## config.mk

```make
export PLATFORM = sky130hd
export DESIGN_NAME = vga_timing_gen_flat
export DESIGN_NICKNAME = d
export VERILOG_FILES = /design/src/rtl/vga_timing_if.sv /design/src/rtl/vga_timing_gen.sv /design/src/flat_wrapper.sv
export SDC_FILE = /design/constraint.sdc
export NUM_CORES = 1
export LEC_CHECK = 0
export ABC_CLOCK_PERIOD_IN_PS = 2900
export BUFFER_PORTS_ARGS = -buffer_cell sky130_fd_sc_hd__buf_2
export CAP_MARGIN = 20
export CORE_ASPECT_RATIO = 1.5
export CORE_MARGIN = 2
export CORE_UTILIZATION = 51
export CTS_CLUSTER_SIZE = 40
export DETAILED_ROUTE_END_ITERATION = 8
export PLACE_DENSITY = 0.73
export RECOVER_POWER = 100
export REMOVE_ABC_BUFFERS = 1
export SLEW_MARGIN = 20
export SYNTH_ARGS = -nofsm -noshare
export SYNTH_HDL_FRONTEND = slang
export SYNTH_SLANG_ARGS = --single-unit
export TNS_END_PERCENT = 5
```

## constraint.sdc

```tcl
create_clock -name clk -period 2.9 [get_ports clk]
set_clock_uncertainty 0.1 [all_clocks]
set_input_delay 0.435 -clock clk [delete_from_list [all_inputs] [get_ports clk]]
set_output_delay 0.435 -clock clk [all_outputs]
set_load 0.01 [all_outputs]
```

## src/rtl/vga_timing_if.sv

```systemverilog
`default_nettype none
// ============================================================================
// Module   : vga_timing_if
// Brief    : Raster timing bundle from vga_timing_gen to its consumers.
// Revision : 1.0
// ============================================================================
interface vga_timing_if;
    logic       pix_en;
    logic [9:0] hCount;
    logic [9:0] vCount;
    logic       hSync;
    logic       vSync;
    logic       bright;
    logic       frame_tick;
    logic       game_tick;

    modport master (
        output pix_en, hCount, vCount, hSync, vSync, bright, frame_tick, game_tick
    );

    modport slave (
        input  pix_en, hCount, vCount, hSync, vSync, bright, frame_tick, game_tick
    );
endinterface
`default_nettype wire

```

## src/rtl/vga_timing_gen.sv

```systemverilog
`default_nettype none
// ============================================================================
// Module   : vga_timing_gen
// Brief    : 640x480@60 VGA raster counters, syncs, bright, frame/game ticks.
// Revision : 1.0
// ============================================================================
module vga_timing_gen #(
    parameter int unsigned CLK_DIV   = 4,
    parameter int unsigned H_TOTAL   = 800,
    parameter int unsigned V_TOTAL   = 525,
    parameter int unsigned FRAME_DIV = 2,
    parameter int unsigned H_SYNC    = 96,
    parameter int unsigned H_BACK    = 48,
    parameter int unsigned H_VISIBLE = 640,
    parameter int unsigned V_SYNC    = 2,
    parameter int unsigned V_BACK    = 33,
    parameter int unsigned V_VISIBLE = 480
) (
    input  wire logic        clk,
    input  wire logic        rst,
    vga_timing_if.master     vga
);

    localparam logic [3:0] c_div_last    = 4'(CLK_DIV - 1);
    localparam logic [9:0] c_h_last      = 10'(H_TOTAL - 1);
    localparam logic [9:0] c_v_last      = 10'(V_TOTAL - 1);
    localparam logic [9:0] c_h_sync_end  = 10'(H_SYNC);
    localparam logic [9:0] c_h_vis_start = 10'(H_SYNC + H_BACK);
    localparam logic [9:0] c_h_vis_end   = 10'(H_SYNC + H_BACK + H_VISIBLE);
    localparam logic [9:0] c_v_sync_end  = 10'(V_SYNC);
    localparam logic [9:0] c_v_vis_start = 10'(V_SYNC + V_BACK);
    localparam logic [9:0] c_v_vis_end   = 10'(V_SYNC + V_BACK + V_VISIBLE);
    localparam logic [7:0] c_frame_last  = 8'(FRAME_DIV - 1);

    logic [3:0] r_div;
    logic       r_pix_en;
    logic [9:0] r_h_count;
    logic [9:0] r_v_count;
    logic [7:0] r_frame_cnt;
    logic       r_frame_tick;
    logic       r_game_tick;

    logic w_div_wrap;
    logic w_h_wrap;
    logic w_v_wrap;
    logic w_frame_wrap;
    logic w_game_wrap;
    logic w_h_visible;
    logic w_v_visible;

    assign w_div_wrap   = (r_div == c_div_last);
    assign w_h_wrap     = (r_h_count == c_h_last);
    assign w_v_wrap     = (r_v_count == c_v_last);
    // The edge that returns the raster to (0,0); ticks register off it so they
    // line up with the first cycle that reads (0,0).
    assign w_frame_wrap = r_pix_en & w_h_wrap & w_v_wrap;
    assign w_game_wrap  = w_frame_wrap & (r_frame_cnt == c_frame_last);

    always_ff @(posedge clk or negedge rst) begin
        if (!rst) begin
            r_div    <= 4'd0;
            r_pix_en <= 1'b0;
        end else begin
            r_div    <= w_div_wrap ? 4'd0 : r_div + 4'd1;
            r_pix_en <= w_div_wrap;
        end
    end

    always_ff @(posedge clk or negedge rst) begin
        if (!rst) begin
            r_h_count <= 10'd0;
            r_v_count <= 10'd0;
        end else if (r_pix_en) begin
            if (w_h_wrap) begin
                r_h_count <= 10'd0;
                r_v_count <= w_v_wrap ? 10'd0 : r_v_count + 10'd1;
            end else begin
                r_h_count <= r_h_count + 10'd1;
            end
        end
    end

    always_ff @(posedge clk or negedge rst) begin
        if (!rst) begin
            r_frame_cnt  <= 8'd0;
            r_frame_tick <= 1'b0;
            r_game_tick  <= 1'b0;
        end else begin
            r_frame_tick <= w_frame_wrap;
            r_game_tick  <= w_game_wrap;
            if (w_frame_wrap) begin
                r_frame_cnt <= w_game_wrap ? 8'd0 : r_frame_cnt + 8'd1;
            end
        end
    end

    // Decoded straight from the count registers so syncs/bright carry no skew.
    assign w_h_visible = (r_h_count >= c_h_vis_start) && (r_h_count < c_h_vis_end);
    assign w_v_visible = (r_v_count >= c_v_vis_start) && (r_v_count < c_v_vis_end);

    assign vga.pix_en     = r_pix_en;
    assign vga.hCount     = r_h_count;
    assign vga.vCount     = r_v_count;
    assign vga.hSync      = (r_h_count >= c_h_sync_end);
    assign vga.vSync      = (r_v_count >= c_v_sync_end);
    assign vga.bright     = w_h_visible & w_v_visible;
    assign vga.frame_tick = r_frame_tick;
    assign vga.game_tick  = r_game_tick;

endmodule
`default_nettype wire

```

## src/flat_wrapper.sv

```systemverilog
// flat-port wrapper written by rule: the top's interface ports become plain ports
module vga_timing_gen_flat 
#(
    parameter int unsigned CLK_DIV   = 4,
    parameter int unsigned H_TOTAL   = 800,
    parameter int unsigned V_TOTAL   = 525,
    parameter int unsigned FRAME_DIV = 2,
    parameter int unsigned H_SYNC    = 96,
    parameter int unsigned H_BACK    = 48,
    parameter int unsigned H_VISIBLE = 640,
    parameter int unsigned V_SYNC    = 2,
    parameter int unsigned V_BACK    = 33,
    parameter int unsigned V_VISIBLE = 480
)
  (clk, rst, vga_pix_en, vga_hCount, vga_vCount, vga_hSync, vga_vSync, vga_bright, vga_frame_tick, vga_game_tick);
  vga_timing_if vga_i ();
  input  wire logic clk;
  input  wire logic rst;
  output wire logic [$bits(vga_i.pix_en)-1:0] vga_pix_en;
  output wire logic [$bits(vga_i.hCount)-1:0] vga_hCount;
  output wire logic [$bits(vga_i.vCount)-1:0] vga_vCount;
  output wire logic [$bits(vga_i.hSync)-1:0] vga_hSync;
  output wire logic [$bits(vga_i.vSync)-1:0] vga_vSync;
  output wire logic [$bits(vga_i.bright)-1:0] vga_bright;
  output wire logic [$bits(vga_i.frame_tick)-1:0] vga_frame_tick;
  output wire logic [$bits(vga_i.game_tick)-1:0] vga_game_tick;
  assign vga_pix_en = vga_i.pix_en;
  assign vga_hCount = vga_i.hCount;
  assign vga_vCount = vga_i.vCount;
  assign vga_hSync = vga_i.hSync;
  assign vga_vSync = vga_i.vSync;
  assign vga_bright = vga_i.bright;
  assign vga_frame_tick = vga_i.frame_tick;
  assign vga_game_tick = vga_i.game_tick;
  vga_timing_gen #(.CLK_DIV(CLK_DIV), .H_TOTAL(H_TOTAL), .V_TOTAL(V_TOTAL), .FRAME_DIV(FRAME_DIV), .H_SYNC(H_SYNC), .H_BACK(H_BACK), .H_VISIBLE(H_VISIBLE), .V_SYNC(V_SYNC), .V_BACK(V_BACK), .V_VISIBLE(V_VISIBLE)) u_core (.clk(clk), .rst(rst), .vga(vga_i));
endmodule
```

==> flow_summary.ini <==
[yosys]
synthArstFlopShare_pct = 100.0
synth_cell_types = 40
synth_area_leaders = dfrtp_1 47%, ha_1 5.4%, xnor2_1 4.3%
synth_edf_count = 0
synth_area_mm2 = 0.001854
synth_area_leader_cell = dfrtp_1
seq_area_frac_synth_pct = 47.23
synthCells = 181
synth_warnings = 0
ys.flop_type = dfrtp_1
syn_avg_cell_area_um2 = 10.24
ys_seq_elements = 35
synth_top_area_share_pct = 47.23

[grt]
grt_max_degree = 36
antenna_found_initial = 0
grt_overflow = 0
first_global_vias = 1476
grt_usage_pct = 20.74
grt_pass1_wl_mm = 6.499

[cts]
cts_setup_buffers = 0
clkTransAtPathRegs_ns = 0.07
clock-sinks = 35
cts-buffers-inserted = 5
tritoncts = built
cts_root_buf = clkbuf_8
h-tree-depth = 2
cts_resized = 0
ctsHoldBuffers = 0
cts_buffer_depth = 2
clock_latency_ns = 0.29

[outcome]
status = complete, but fails checks
violations = capacitance limit, slew limit

[floorplanning]
io_pins = 28
initial_utilization_pct = 53.77
core-area_mm2 = 0.003448
die-area_mm2 = 0.004144
die_y_um = 77.85
std_cell_rows = 26
die_w_um = 53.24

[pwr]
power_density_mw_per_mm2 = 460.1
leakage_nw = 0.8584
power_mw = 0.9429
ir_worst_vdd_uv = 354.0

[finish]
final_common_cell = dfrtp_1
mostFrequentLayoutCells = 35 x dfrtp_1, 26 x clkbuf_1, 13 x nor2_1
fill_cells = 321
fin_area_mm2 = 0.002049
n_antenna_cell = 0
layout-drive-gt1-share_pct = 6.667
nNetsFinal = 219
area_growth_pct = 10.53

[setup_path]
worstReg2RegStart = u_core.vga.hCount[0]
critPathKind = reg2out
reg2reg_to = u_core.vga.vCount[3]
crit_path_start = u_core.vga.vCount[1]
crit_arrival_ns = 1.89
ff2ff_path_depth = 5
crit_path_max_fanout = 8
required_ns = 2.37
startpoint_type = flop
cp-endpoint = vga_bright
r2r_slack_ns = 0.55
critPathCaptureType = primary output

[timing]
slew_headroom_pct = -21.42
fin_crit_sh_pct = 83.67
tns_ns = 0
tightest_slew_ns = 1.821
setup_viol = 0
period_needed_ns = 2.426
slew_viol_final = 36
max_clock_freq_mhz = 412.1
rsz0062_at_grt = false
hold_viol = 0

[placement]
placement.io_buffers = 27
dpl.hpwl_mm = 2.686
place_congestion = 0.8577
placed_area_mm2 = 0.001999

[detailed_routing]
dr.pass1.iters = 4
drc = 0
viasPerCell = 5.944
via_count = 1498
routedWlPerCell_um = 14.73
antenna_left = 0
drtIter0Drc = 29
wirelength_mm = 3.713

[min_path]
holdCritPathClass = reg2reg

[flow_run]
maxCapViolCount = 1
sequential cells by signal (all words and copies together), names as in the netlist:
register / flops
u_core.vga.pix_en: 1
u_core.vga.frame_tick: 1
u_core.vga.hCount: 10
u_core.r_div: 4
u_core.r_frame_cnt: 8
u_core.vga.vCount: 10
u_core.vga.game_tick: 1
layout make-up:
cell class | count | area (um^2) | area share, %
Sequential cell | 35 | 875.8 | 42.73
Multi-Input combinational cell | 127 | 848.3 | 41.39
Clock inverter | 2 | 35.03 | 1.709
Clock buffer | 6 | 82.58 | 4.029
Timing Repair Buffer | 28 | 110.1 | 5.372
Inverter | 12 | 45.04 | 2.198
Tap cell | 42 | 52.55 | 2.564
metal layers:
layer / global-route usage (%) / part of all wire, % / vias to the layer above
li1: - / - / 717
met1: 22.65 / 40 / 740
met2: 36.30 / 54 / 33
met3: 5.000 / 3.6 / 8
met4: 8.974 / 2.2 / 0
met5: 0 / 0 / -
worst min path at each step:
stage,from,endpoint,cells after the start,slack [ns]
after floorplan,rst,u_core.r_div[0],0,0.04
after global placement,u_core.r_div[0],u_core.r_div[0],1,0.34
after detailed placement,u_core.r_div[0],u_core.r_div[0],1,0.37
after CTS,rst,u_core.r_frame_cnt[5],1,0.15
after global routing,u_core.r_div[0],u_core.r_div[0],1,0.41
final,u_core.r_div[0],u_core.r_div[0],1,0.38
kinds of logic (layout without fill, tap and decap cells):
family | count (synthesis) | count (layout) | share of synthesized area, %
and+or+nand+nor | 73 | 73 | 23.95
DFF | 35 | 35 | 47.23
AOI/OAI and AO/OA | 29 | 29 | 10.05
buffers and inverters | 19 | 48 | 5.128
xor gates and xnor gates | 14 | 14 | 6.613
adders and majority gates | 8 | 8 | 5.398
muxes | 3 | 3 | 1.619
synthesized netlist by cell type (all sizes together), types with 2 or more instances:
cell type	n
dfrtp	35
nor2	13
inv	12
nand3	11
nand4	11
o21ai	11
nand2	10
xnor2	9
ha	8
nor3	7
nor4	6
xor2	5
a21oi	4
buf	4
or4	4
clkbuf	3
mux2i	3
o31ai	3
or3	3
a31oi	2
and3	2
nand4b	2
o41ai	2
per-stage QoR:
step           setup WS (ns)  hold WS (ns)  util [%]  cells
4_1_cts               0.4537        0.1473     61.39    252
5_1_grt               0.3314        0.4050     59.43    252
2_1_floorplan         0.6532       0.03941         -    174
3_3_place_gp          0.7052        0.3445     57.98    244
3_5_place_dp          0.6197        0.3713     57.98    244
6_report              0.4736        0.3755     59.43    252
where the power goes:
group | switching [mW] | internal, mW | total (mW) | leakage, nW
logic | 0.00891 | 0.000225 | 0.00914 | 0.322
clock network | 0.168 | 0.278 | 0.446 | 0.0612
registers | 0 | 0.488 | 0.488 | 0.475
worst max-delay path, cell delays in order, from the launching register on:
cell and delay (ns):
dfrtp_1 0.48, ha_1 0.32, o41ai_1 0.27, a31oi_1 0.12, a31oi_1 0.21, a311oi_1 0.07, clkbuf_1 0.14
(Power assumes the default switching activity.)
